--- config.mk ---
export PLATFORM = sky130hd
export DESIGN_NAME = reg_file_wb
export DESIGN_NICKNAME = d
export VERILOG_FILES = /design/src/rtl/reg_file_wb.sv
export SDC_FILE = /design/constraint.sdc
export NUM_CORES = 1
export LEC_CHECK = 0
export CELL_PAD_IN_SITES_DETAIL_PLACEMENT = 2
export CELL_PAD_IN_SITES_GLOBAL_PLACEMENT = 2
export CORE_UTILIZATION = 33
export DETAILED_ROUTE_END_ITERATION = 8
export MAX_ROUTING_LAYER = met4
export PLACE_DENSITY = 0.74
export SLEW_MARGIN = 20
export SYNTH_ARGS = -nofsm -noshare
export SYNTH_HDL_FRONTEND = slang
export SYNTH_SLANG_ARGS = --single-unit
--- constraint.sdc ---
create_clock -name clk -period 3.1 [get_ports clk]
set_input_delay 0.93 -clock clk [delete_from_list [all_inputs] [get_ports clk]]
set_output_delay 0.93 -clock clk [all_outputs]
set_load 0.01 [all_outputs]
--- src/rtl/reg_file_wb.sv ---
// Register file with a one-entry writeback stage sitting between the ALU result
// and the architectural array. Reads are combinational and bypass from the
// writeback stage. Same-cycle wr_data is never forwarded to the reads, so there
// is no combinational path from the ALU result back to the ALU operands.
// Also holds the shift/carry flag fed back to the ALU and the branch flag.
module reg_file_wb #(
   parameter int unsigned D = 8,
   parameter int unsigned A = 3
) (
   input  logic         clk,
   input  logic         reset,
   // read ports
   input  logic [A-1:0] rd_addrA,
   input  logic [A-1:0] rd_addrB,
   output logic [D-1:0] datA_out,
   output logic [D-1:0] datB_out,
   // writeback request
   input  logic         wr_en,
   input  logic [A-1:0] wr_addr,
   input  logic [D-1:0] wr_data,
   // shift/carry flag
   input  logic         sc_en,
   input  logic         sc_in,
   output logic         sc_out,
   // branch flag
   input  logic         flag_en,
   input  logic         flag_sel,
   input  logic         one_in,
   input  logic         pari_in,
   output logic         br_flag
);

   localparam int unsigned NumRegs = 2 ** A;

   // Architectural array
   logic [D-1:0] core_q [NumRegs];
   logic [D-1:0] core_d [NumRegs];

   // Writeback stage
   logic         wb_vld_q, wb_vld_d;
   logic [A-1:0] wb_addr_q, wb_addr_d;
   logic [D-1:0] wb_data_q, wb_data_d;

   // Flags
   logic         sc_q, sc_d;
   logic         br_q, br_d;

   // Bypass hit indications for each read port
   logic         hit_a, hit_b;

   // Commit the pending writeback into the array
   always_comb begin
      for (int i = 0; i < NumRegs; i++) begin
         core_d[i] = core_q[i];
      end
      if (wb_vld_q) begin
         core_d[wb_addr_q] = wb_data_q;
      end
   end

   // Capture a new writeback request; address/data hold when idle
   always_comb begin
      wb_vld_d  = wr_en;
      wb_addr_d = wb_addr_q;
      wb_data_d = wb_data_q;
      if (wr_en) begin
         wb_addr_d = wr_addr;
         wb_data_d = wr_data;
      end
   end

   // Flag next-state: load when enabled, otherwise hold
   always_comb begin
      sc_d = sc_q;
      br_d = br_q;
      if (sc_en) begin
         sc_d = sc_in;
      end
      if (flag_en) begin
         br_d = flag_sel ? pari_in : one_in;
      end
   end

   // State registers; reset drops any pending writeback without committing it
   always_ff @(posedge clk) begin
      if (reset) begin
         for (int i = 0; i < NumRegs; i++) begin
            core_q[i] <= '0;
         end
         wb_vld_q  <= 1'b0;
         wb_addr_q <= '0;
         wb_data_q <= '0;
         sc_q      <= 1'b0;
         br_q      <= 1'b0;
      end else begin
         for (int i = 0; i < NumRegs; i++) begin
            core_q[i] <= core_d[i];
         end
         wb_vld_q  <= wb_vld_d;
         wb_addr_q <= wb_addr_d;
         wb_data_q <= wb_data_d;
         sc_q      <= sc_d;
         br_q      <= br_d;
      end
   end

   // Read ports: the writeback stage holds the newest value for its address
   always_comb begin
      hit_a    = wb_vld_q && (wb_addr_q == rd_addrA);
      hit_b    = wb_vld_q && (wb_addr_q == rd_addrB);
      datA_out = hit_a ? wb_data_q : core_q[rd_addrA];
      datB_out = hit_b ? wb_data_q : core_q[rd_addrB];
   end

   assign sc_out  = sc_q;
   assign br_flag = br_q;

endmodule
* Yosys cells after proc, flatten, opt, wreduce, memory -nomap -nowiden
Memories as Yosys holds them, arrays and structs flattened.
Index checks and enable logic that the tools add are counted.
** Cells by class
- Multiplexer cells :: 18
- Reductions and logical operators :: 3
- Equality and inequality tests :: 2
- Magnitude comparators :: 2
- Bitwise operators :: 9
** Operators by type and width (count)
- 8-bit 2-to-1 mux :: 11
- 64-bit bitwise mux :: 1
- 64-bit 2-to-1 mux :: 1
- 8-bit demux with 3-bit select :: 1
- 1-bit OR :: 8
- 3-bit equality test :: 2
- 4-bit greater-or-equal comparator (second input constant) :: 1
- 4-bit by 1-bit less-than comparator with 1-bit output (second input constant) :: 1
- 1-bit 2-to-1 mux :: 4
- 3-bit inverter with 4-bit output :: 1
- 1-bit logical AND :: 3
** Storage, ports and cells
- Output and inout port bits :: 18
- Memories kept :: 1
- Register bits after elaboration :: 14
- Input port bits :: 26
- Logic and storage cells :: 40
- RAM bits :: 64
** Memory list
- core_q :: words 8, width 8, read ports 10, clocked after memory_dff 0, write ports 8, line 36 : logic [D-1:0] core_q [NumRegs];

* Depth between registers and ports, before layout
- Word-level depth :: 8
- Mapped depth :: 6
- Gate-level depth less buffers :: 3

* Least setup slack after synthesis
OpenSTA, ideal clock, no wires.
- Path kind :: input to output
- Start :: input rd_addrA[1]
- End :: output datA_out[0]
- Setup slack :: -0.023 ns
- Required time :: 2.170 ns
- Buffers on the path :: 1
- Stages :: 4
- Arrival :: 2.193 ns
- Cell sequence :: buf_2 > mux4_1 > mux2_2 > mux2_2
** On the way
- Longest elaborated chain between the ends :: 3
** RTL lines
- start, declared :: line 13 : input logic [A-1:0] rd_addrA,
- parallel branches: the longest is 2 deep, another holds memory read 8 x 8 bit
- 8-bit 2-to-1 mux (*) :: line 111 : datA_out = hit_a ? wb_data_q : core_q[rd_addrA];
- end, declared :: line 15 : output logic [D-1:0] datA_out,
Every way passes the cells marked *.

* Worst setup path after layout
- Start :: input rd_addrB[0]
- End :: output datB_out[7]
** On the way
- Longest elaborated chain between the ends :: 3
** RTL lines
- start, declared :: line 14 : input logic [A-1:0] rd_addrB,
- parallel branches: the longest is 2 deep, another holds memory read 8 x 8 bit
- 8-bit 2-to-1 mux (*) :: line 112 : datB_out = hit_b ? wb_data_q : core_q[rd_addrB];
- end, declared :: line 16 : output logic [D-1:0] datB_out,
Marks and branches as above.

==> impl_metrics.toml <==
[timing]
timing.final.ws_setup_ps = -258.8
rsz0062_at_grt = "yes"
max_freq_ghz = 0.2977
hold-worst-slack_ps = 476.3
worstMarginPinSlew_ps = 774.1
fin_skew_ps = 5.967
slew_headroom_pct = 48.12
final.setup.tns_ps = -3019
hold_violations = 0
final_max_slew_viol_count = 0
min_period_over_period_pct = 108.3
min_period_ps = 3359
setup_viol = 16

[pwr]
switchingPower_w = 0.0005957
powerDensity_nw_per_um2 = 446.1
ir_drop_v = 0.0002269
pwr-share-seq_pct = 43.2
p_int_w = 0.001825
p_sw_share_pct = 24.60
p_total_w = 0.002421
p_clk_share_pct = 45.6
leakage_nw = 2.054
combPwrFrac_pct = 11.2

[detailed_routing]
postRouteAntennaNets = 0
drt-initial-drc-count = 215
wl_per_cell_um = 24.50
route.detailed.drc = 0
drtPass1Iterations = 4
vias_per_cell = 5.524
num_vias = 3458
drt-total-wl_um = 15340

[floorplan]
fp.dieW_um = 115.1
dieArea_sq_um = 13240
start_util_pct = 34.42
dieHeight_um = 115.1
io_pins = 44
rows = 40
core_area_sq_um = 12260

[layout]
nNetsFinal = 479
layout-drive-gt1-share_pct = 31.44
synthToLayoutAreaGrowth_pct = 28.61
diodes = 0

[yosys]
synth_cells = 402
synth_ff_type = "dfxtp_1"
yosys_warnings = 0
syn_area_sq_um = 4220
yosysUniqueCellTypes = 25
ys_seq_area_share_pct = 37.00
synth_area_leader_cell = "dfxtp_1"
syn_nets = 428
synth_edf_count = 0
synth_top_area_share_pct = 37.00
synth_area_leaders = "dfxtp_1 37%, mux4_1 16%, mux2i_1 8.8%, nand2_1 7.1%, mux2_2 6.9%"
yosys_register_bits = 78
synthArstFlopShare_pct = 0
synth_common_cells = "80 x nand2_1, 78 x dfxtp_1, 40 x a21oi_1, 37 x mux2i_1, 37 x nor2_1"
yosysMostFrequentCell = "nand2_1"
syn_avg_cell_area_sq_um = 10.50

[clocking]
clk_latency_ps = 350
cts_tree = "yes"
root_buffer = "clkbuf_16"
cts_buffers = 9
clock-sinks = 78
clk_path_buf_depth = 2
cts_max_level = 3
clk_pin_slew_ps = 60
cts-hold-fix-buffers = 0

[worst_setup_path]
cp_max_fo = 6
cp_data_arrival_time_ps = 2430
start_kind = "input port"
cp.required_ps = 2170
crit_type = "in2out"
cp-end-kind = "output port"

[job]
cap_violations = 0

[place]
pre_cts_slack_ps = -1114
io_buffers = 43
place_hpwl_um = 9397
gp_congestion = 0.7612

[min_path]
hold_class = "reg2reg"

[global_route]
grt_pass1_wl_um = 23360
grt_use_total_pct = 25.65
grt_pass1_vias = 3853
grt_max_degree = 79
antenna_found_initial = 0
grt_overflow = 0

[status]
violations = "setup timing"
status = "finished with violations"
-- timing repair --
| item | CTS | global route |
|---|---|---|
| pin swaps | 0 | 1 |
| gates cloned | 2 | 0 |
| hold endpoints to repair | 0 | 0 |
| gates resized for setup | 166 | 11 |
| buffers inserted | 10 | 1 |
| setup endpoints to repair | 16 | 16 |
-- worst max-delay path, stage by stage --
cell and delay, ps:
buf_8 100, buf_12 130, buf_6 100, mux4_2 500, mux2_4 270, mux2_4 270, buf_6 120
-- cell usage in the layout (no fill, tap or decap), types with 5 or more instances in the layout --
master | netlist | routed
nor2_1 | 37 | 37
xnor2_1 | 6 | 5
dfxtp_1 | 78 | 78
buf_4 | 2 | 23
nand2_1 | 80 | 80
buf_12 | 2 | 6
mux2i_1 | 37 | 37
a21oi_1 | 40 | 40
mux4_2 | 6 | 30
mux2_4 | 6 | 32
clkdlybuf4s50_1 | 0 | 20
buf_6 | 4 | 26
clkbuf_16 | 0 | 9
-- path summary, 6_finish.rpt --
| check | from | depth (start not counted) | slack (ps) | to |
|---|---|---|---|---|
| max | rd_addrB[0] | 7 | -260 | datB_out[7] |
| min | core_q[7][6] | 2 | 480 | core_q[7][6] |
| max reg2reg | wb_addr_q[0] | 4 | 1200 | core_q[3][2] |
| min reg2reg | core_q[7][6] | 2 | 480 | core_q[7][6] |
-- registers in the layout, indices dropped and copies added, names as in the netlist --
| name | count |
|---|---|
| br_flag | 1 |
| sc_out | 1 |
| wb_data_q | 8 |
| wb_vld_q | 1 |
| core_q | 64 |
| wb_addr_q | 3 |
-- cell families (layout without fill, tap and decap cells) --
kind of cell              Yosys count  in the layout  synth area share (%)
AOI/OAI and AO/OA                  41             41                 4.921
xor gates and xnor gates            6              6                 1.245
buffers and inverters              43             99                 5.751
DFF                                78             78                 37.00
muxes                             101            101                 37.24
and+or+nand+nor                   133            133                 13.85
-- area by class of cell --
class	instances	area (sq um)
fill	1289	6834
clock inverter	4	45.04
multi-input combinational	281	2450
clock buffer	12	256.5
tap	168	210.2
timing repair buffer	83	904.6
sequential	78	1562
-- routing by layer --
metal | vias to the layer above | routed length (um) | GRT usage (%)
li1 | 1521 | - | -
met3 | 30 | 610 | 4.533
met4 | 0 | 437 | 11.00
met2 | 101 | 7876 | 44.30
met1 | 1806 | 6415 | 29.14
met5 | - | 0 | -
-- power by group through the flow --
stage	sequential, W	clock [W]	combinational (W)
finish	0.00105	0.00110	0.000272
CTS	0.00104	0.00113	0.000268
global placement	0.00106	0	0.000224
detailed placement	0.00107	0	0.000230
global route	0.00105	0.00115	0.000285
floorplan	0.00105	0	0.000145
-- stage by stage --
stage               cells  util (%)  cell area (sq um)
finish                626     44.27               5428
global route          626     44.27               5428
CTS                   627     44.31               5433
detailed placement    600     40.12               4920
global placement      600     40.12               4920
floorplan             402         -               4233
(Power assumes the default switching activity.)
